## src/rtl/onchip_mem_arbiter.sv

```systemverilog
// onchip_mem_arbiter: round-robin sharing of a single-port RAM between two Avalon-MM requesters, with a zero-fill engine.
module onchip_mem_arbiter #(
  parameter int ADDR_W = 13,
  parameter int DATA_W = 16,
  parameter int BE_W   = 2,
  parameter int DEPTH  = 8192
) (
  input  logic              clk,
  input  logic              reset,
  input  logic              freeze,
  input  logic [ADDR_W-1:0] m0_address,
  input  logic [BE_W-1:0]   m0_byteenable,
  input  logic              m0_read,
  input  logic              m0_write,
  input  logic [DATA_W-1:0] m0_writedata,
  output logic              m0_waitrequest,
  output logic [DATA_W-1:0] m0_readdata,
  output logic              m0_readdatavalid,
  input  logic [ADDR_W-1:0] m1_address,
  input  logic [BE_W-1:0]   m1_byteenable,
  input  logic              m1_read,
  input  logic              m1_write,
  input  logic [DATA_W-1:0] m1_writedata,
  output logic              m1_waitrequest,
  output logic [DATA_W-1:0] m1_readdata,
  output logic              m1_readdatavalid,
  input  logic              clear_start,
  output logic              clear_busy,
  output logic              clear_done,
  output logic [ADDR_W-1:0] mem_address,
  output logic [BE_W-1:0]   mem_byteenable,
  output logic              mem_chipselect,
  output logic              mem_write,
  output logic [DATA_W-1:0] mem_writedata,
  output logic              mem_clken,
  input  logic [DATA_W-1:0] mem_readdata
);
  typedef enum logic [1:0] {IDLE, CLEAR, DONE} state_t;
  state_t            state_q, state_d;
  logic [ADDR_W-1:0] cnt_q, cnt_d;
  logic              rr_q, rr_d;
  logic [1:0]        rv_q, rv_d;
  logic              req0, req1, open, gnt0, gnt1, clr_wr, last;
  assign req0 = m0_read | m0_write;
  assign req1 = m1_read | m1_write;
  // Reset also gates the RAM strobes so an aborted clear leaves untouched words intact.
  assign open   = ~reset & ~freeze & (state_q != CLEAR);
  assign clr_wr = ~reset & ~freeze & (state_q == CLEAR);
  assign gnt0   = open & req0 & (~req1 | ~rr_q);
  assign gnt1   = open & req1 & (~req0 | rr_q);
  assign last   = cnt_q == ADDR_W'(DEPTH - 1);
  assign m0_waitrequest   = req0 & ~gnt0;
  assign m1_waitrequest   = req1 & ~gnt1;
  assign m0_readdata      = mem_readdata;
  assign m1_readdata      = mem_readdata;
  assign m0_readdatavalid = rv_q[0];
  assign m1_readdatavalid = rv_q[1];
  assign clear_busy       = state_q == CLEAR;
  assign clear_done       = state_q == DONE;
  assign mem_clken        = ~freeze;
  assign mem_chipselect   = gnt0 | gnt1 | clr_wr;
  assign mem_write        = clr_wr | (gnt0 & m0_write) | (gnt1 & m1_write);
  assign mem_address      = clr_wr ? cnt_q : gnt1 ? m1_address : m0_address;
  assign mem_writedata    = clr_wr ? '0 : gnt1 ? m1_writedata : m0_writedata;
  assign mem_byteenable   = (gnt1 & m1_write) ? m1_byteenable :
                            (gnt0 & m0_write) ? m0_byteenable : '1;
  always_comb begin
    rr_d    = gnt0 ? 1'b1 : gnt1 ? 1'b0 : rr_q;
    rv_d    = {gnt1 & ~m1_write, gnt0 & ~m0_write};
    cnt_d   = clr_wr ? (last ? '0 : cnt_q + ADDR_W'(1)) : cnt_q;
    state_d = (state_q == IDLE && clear_start) ? CLEAR :
              (clr_wr && last)                 ? DONE  :
              (state_q == DONE)                ? IDLE  : state_q;
  end
  always_ff @(posedge clk) begin
    if (reset) begin
      state_q <= IDLE;
      cnt_q   <= '0;
      rr_q    <= 1'b0;
      rv_q    <= '0;
    end else begin
      state_q <= state_d;
      cnt_q   <= cnt_d;
      rr_q    <= rr_d;
      rv_q    <= rv_d;
    end
  end
endmodule

```

## config.mk

```make
export PLATFORM = sky130hd
export DESIGN_NAME = onchip_mem_arbiter
export DESIGN_NICKNAME = d
export VERILOG_FILES = /design/src/rtl/onchip_mem_arbiter.sv
export SDC_FILE = /design/constraint.sdc
export NUM_CORES = 1
export LEC_CHECK = 0
export CORE_UTILIZATION = 33
export CTS_CLUSTER_DIAMETER = 120
export DETAILED_ROUTE_END_ITERATION = 8
export GPL_ROUTABILITY_DRIVEN = 0
export GPL_TIMING_DRIVEN = 1
export PLACE_DENSITY = 0.87
export RECOVER_POWER = 50
export SLEW_MARGIN = 20
export SYNTH_ARGS = -nofsm -noshare
export SYNTH_HDL_FRONTEND = slang
export SYNTH_SLANG_ARGS = --single-unit
```

## constraint.sdc

```tcl
create_clock -name clk -period 4.35 [get_ports clk]
set_input_delay 0.87 -clock clk [delete_from_list [all_inputs] [get_ports clk]]
set_output_delay 0.87 -clock clk [all_outputs]
set_load 0.02 [all_outputs]
```

* Yosys cells after proc, flatten, opt, wreduce, memory -nomap -nowiden
Index checks and enable logic that the tools add are counted.
** Word-level totals
- Word-level logic and storage cells :: 59
- Bits of input ports :: 86
- Register bits after elaboration :: 18
- Output and inout port bits :: 72
** Operators by class
- Muxes and demuxes :: 12
- Equal/unequal tests :: 4
- $add $sub $neg :: 1
- Bitwise logic cells :: 30
- Reduce and logical (&&, ||, !) cells :: 7
** Operator list (count)
- $mux W13 :: 3
- $mux W16 :: 2
- $add A13 B1 Y13 const B :: 1
- $and A1 B1 Y1 :: 13
- $eq A13 B13 Y1 const B :: 1
- $not A1 Y1 :: 9
- $mux W2 :: 4
- $or A1 B1 Y1 :: 8
- $reduce_bool A2 Y1 :: 2
- $mux W1 :: 3
- $reduce_bool A3 Y1 :: 1
- $eq A2 B1 Y1 const B :: 1
- $eq A2 B2 Y1 const B :: 1
- $logic_and A1 B1 Y1 :: 2
- $logic_not A2 Y1 :: 1
- $ne A2 B1 Y1 const B :: 1
- $reduce_or A2 Y1 :: 1

* Longest topological paths before layout
Gate-level depths: netlist (run 1).
- Word-level depth :: 8
- Gate-level depth with buffers :: 7
- Mapped depth without buffers :: 5

* Worst setup path after synthesis (run 1)
OpenSTA, ideal clock, no wires.
- Path type :: input -> output
- Start point :: input reset
- End point :: output mem_writedata[10]
- Required time :: 3480 ps
- Cell stages on the path :: 7
- Data arrival time :: 2302 ps
- Buffers on the path :: 3
- Slack :: 1178 ps
- Path through :: buf_6 > nor2_1 > and4_1 > buf_2 > buf_1 > nand2_1 > a21oi_1
** Between the ends
- Longest elaborated chain between the ends :: 7
- Elaborated cells between the ends (all ways) :: 8
- Those cells by class :: 2 x mux; 6 x bitwise
** RTL lines
- start: declaration :: RTL line 9 : input logic reset,
- $not A1 Y1 (*) :: RTL line 47, 48
- $and A1 B1 Y1 (*) :: RTL line 47, 48
- $and A1 B1 Y1 :: RTL line 47 : assign open = ~reset & ~freeze & (state_q != CLEAR);
- $and A1 B1 Y1 (2 in a row) :: RTL line 50 : assign gnt1 = open & req1 & (~req0 | rr_q);
- $mux W16 :: RTL line 64 : assign mem_writedata = clr_wr ? '0 : gnt1 ? m1_writedata : m0_writedata;
- $mux W16 (*) :: RTL line 64
- end: declaration :: RTL line 34 : output logic [DATA_W-1:0] mem_writedata,
Every way passes the cells marked *; elsewhere a longest branch is shown, timed or not.

* Worst setup path in the final report (run 1)
- Start point :: input reset
- End point :: output mem_address[0]
** Between the ends
- Longest elaborated chain between the ends :: 7
- Elaborated cells between the ends (all ways) :: 8
- Those cells by class :: 2 x mux; 6 x bitwise
** RTL lines
- $not A1 Y1 (*) :: RTL line 47, 48
- $and A1 B1 Y1 (*) :: RTL line 47, 48
- $and A1 B1 Y1 :: RTL line 47
- $and A1 B1 Y1 (2 in a row) :: RTL line 50
- $mux W13 :: RTL line 63 : assign mem_address = clr_wr ? cnt_q : gnt1 ? m1_address : m0_address;
- $mux W13 (*) :: RTL line 63
- end: declaration :: RTL line 30 : output logic [ADDR_W-1:0] mem_address,
Marked as above.

==> summary.txt, run 1 <==
Status
  • Outcome: completed

Synth
  • Mapped Cells: 252
  • Seq cells post-synth: 18
  • Syn_area_per_cell: 6.58 sq um
  • Yosys cell types: 34
  • Syn nets: 339
  • Largest cells by area after synthesis: dfxtp_1, buf_4, a21oi_1
  • Area leader, netlist: dfxtp_1
  • YS warnings: 0
  • Seq/Total Area, Yosys: 0.217
  • Post-Synthesis Cell Area: 0.00166 sq mm
  • Post-synth top area share: 0.217

Hold path
  • Hold EP: cnt_q[0]
  • Hold Startpoint: cnt_q[0]
  • WHS Path Cells: 2
  • Hold WC Path Type: reg2reg

Clock tree
  • H-tree depth: 1
  • Post-CTS Setup Bufs: 0
  • Clock-pin slew on the worst setup and hold paths: 0.07 ns
  • Worst skew pair latency: 0.25 ns
  • PostCTS Resize Cnt: 0
  • CTS tree: done
  • Num CTS Buffers: 3
  • Clock Sinks: 18
  • CTS Root Cell: clkbuf_8
  • Post-CTS Hold Fix Bufs: 0
  • Clock buffer depth: 2

STA
  • Slew Viols, Final: 0
  • # setup viols final: 0
  • Worst Tran Pin Value: 0.740 ns
  • Setup TNS: 0 ns
  • Skew final: 0.00289 ns
  • Post-route clock period utilization: 0.943
  • Hold Fails Final Rpt: 0
  • Final min period: 4.10 ns
  • RSZ-0062 raised after global routing: no
  • Relative slew slack: 0.502
  • Fmax achieved: 244 MHz

Route
  • Via-to-Cell Ratio: 4.91
  • Post-detailed-route count of antenna-violating nets: 0
  • Residual DRC count: 0
  • Drt wl/cell: 14.2 um
  • Drt first pass iters: 4
  • Initial drt markers: 77
  • Via count: 1925
  • Total wire length: 5.55 mm

Global routing
  • First-pass GRT wire length: 8.55 mm
  • Initial antenna violation count: 0
  • Largest net degree at the start of global routing: 33
  • Total gr overflow: 0
  • GRT Overall Usage: 0.205
  • Number of global-route vias before repair: 1826

Die
  • Die ar.: 0.00531 sq mm
  • DIE WIDTH: 72.9 um
  • Die Y: 72.9 um
  • IO Count: 158
  • Core Area: 0.00479 sq mm
  • Rows: 25
  • Initial core utilization: 0.346

Worst setup path
  • Reg2reg start: cnt_q[5]
  • Critical register-to-register path endpoint: cnt_q[6]
  • Worst-case reg-to-reg path depth: 4
  • Critical Path RT: 3.48 ns
  • Reg2reg setup slack: 2.19 ns
  • Max FO, Critical Path: 23
  • CP endpoint kind: primary output
  • Crit start category: primary input
  • Worst Setup Path Type: in2out
  • Worst Path Arrival: 3.23 ns

Layout
  • Ant. Diodes: 0
  • Most frequent cells in the layout: clkdlybuf4s50_1, nand2_1, a21oi_1
  • Most common cell after layout, fill and taps aside: clkdlybuf4s50_1
  • Share of post-route cells with drive strength above 1: 0.0585
  • Final non-filler cell total: 392
  • Final nets: 413
  • Synthesis-to-layout area growth: 58.8%

Flow run
  • # Max-Cap Violations: 0

Power
  • P per Cell Area: 199 mW/mm^2
  • Static leakage: 0.00104 uW
  • Max VDD drop: 0.000164 V

Placed design
  • PortBufs: 109
  • HPWL Detailed: 4.20 mm
  • Placed Cells: 388
## report_power, final
group | switching (uW) | total [uW] | internal (uW)
logic | 93.9 | 215 | 121
clock network | 59.0 | 139 | 80.4
registers | 2.24 | 169 | 167
## sequential cells by signal, summed over array words and instances, names as in the netlist
name / count
rv_q: 2
state_q: 2
cnt_q: 13
rr_q: 1
## worst max path at each step
stage           start           endpoint  slack, ns
6_report        reset     mem_address[0]       0.25
5_1_grt        freeze   mem_writedata[7]       0.13
4_1_cts        freeze   mem_writedata[7]       0.38
3_5_place_dp   freeze   mem_writedata[7]       0.39
3_3_place_gp   freeze   mem_writedata[7]       0.46
2_1_floorplan   reset  mem_writedata[10]       1.18
## critical path: stages
cell and delay (ns):
dlygate4sd3_1 0.55, clkbuf_1 0.25, or4b_4 0.74, nor2_1 0.22
a21oi_1 0.06, clkdlybuf4s50_1 0.54
## layout make-up
type,count,area [sq um]
fill,432,2150
timing repair buffer,115,1140
multi-input combinational,182,966
sequential,18,360
tap,67,83.8
clock buffer,4,55.1
inverter,6,22.5
## cells in the mapped netlist, drive strengths merged
cell	number
a21oi	46
dfxtp	18
o21bai	1
ha	1
mux2i	2
clkbuf	8
nor2	30
a211o	1
buf	38
or2	1
nand4	5
nand2b	4
nand2	55
a22oi	2
and4	1
nor3b	1
or4b	1
inv	6
nor3	6
xnor2	8
xor2	2
nand3	5
a311oi	1
a2bb2oi	1
nor4	4
nor4b	1
a31oi	2
a21o	1
## cell families (layout without fill, tap and decap cells)
group,after synthesis,after routing,synth area share
flops,18,18,0.217
buf+inv,52,125,0.205
xor+xnor,10,10,0.0528
mux,2,2,0.0121
fa+ha+maj,1,1,0.00755
simple gates,114,114,0.325
compound gates,55,55,0.180
## through the flow
step / cell area, sq um / total power [uW] / setup WS [ns] / utilization / hold WS, ns
finish: 2630 / 524 / 0.247 / 0.550 / 0.516
global route: 2630 / 546 / 0.129 / 0.550 / 0.549
CTS: 2640 / 526 / 0.382 / 0.551 / 0.514
detailed placement: 2580 / 389 / 0.393 / 0.539 / 0.504
global placement: 2580 / 388 / 0.460 / 0.539 / 0.496
floorplan: 1660 / 303 / 1.18 / - / 0.459
## per-layer routing
metal | routed length [um] | global-route usage | vias up
li1 | - | - | 958
met1 | 2290 | 0.253 | 870
met2 | 2820 | 0.379 | 91
met3 | 391 | 0.0207 | 6
met4 | 55 | 0.0501 | 0
met5 | 0 | 0 | -
Note: power is estimated with default switching activity, not from simulation.
==> run 2: changes to the inputs <==
- SLEW_MARGIN: 20 -> unset
==> results of run 2 <==
The final DEF is identical to that of run 1; final timing and power are the same.
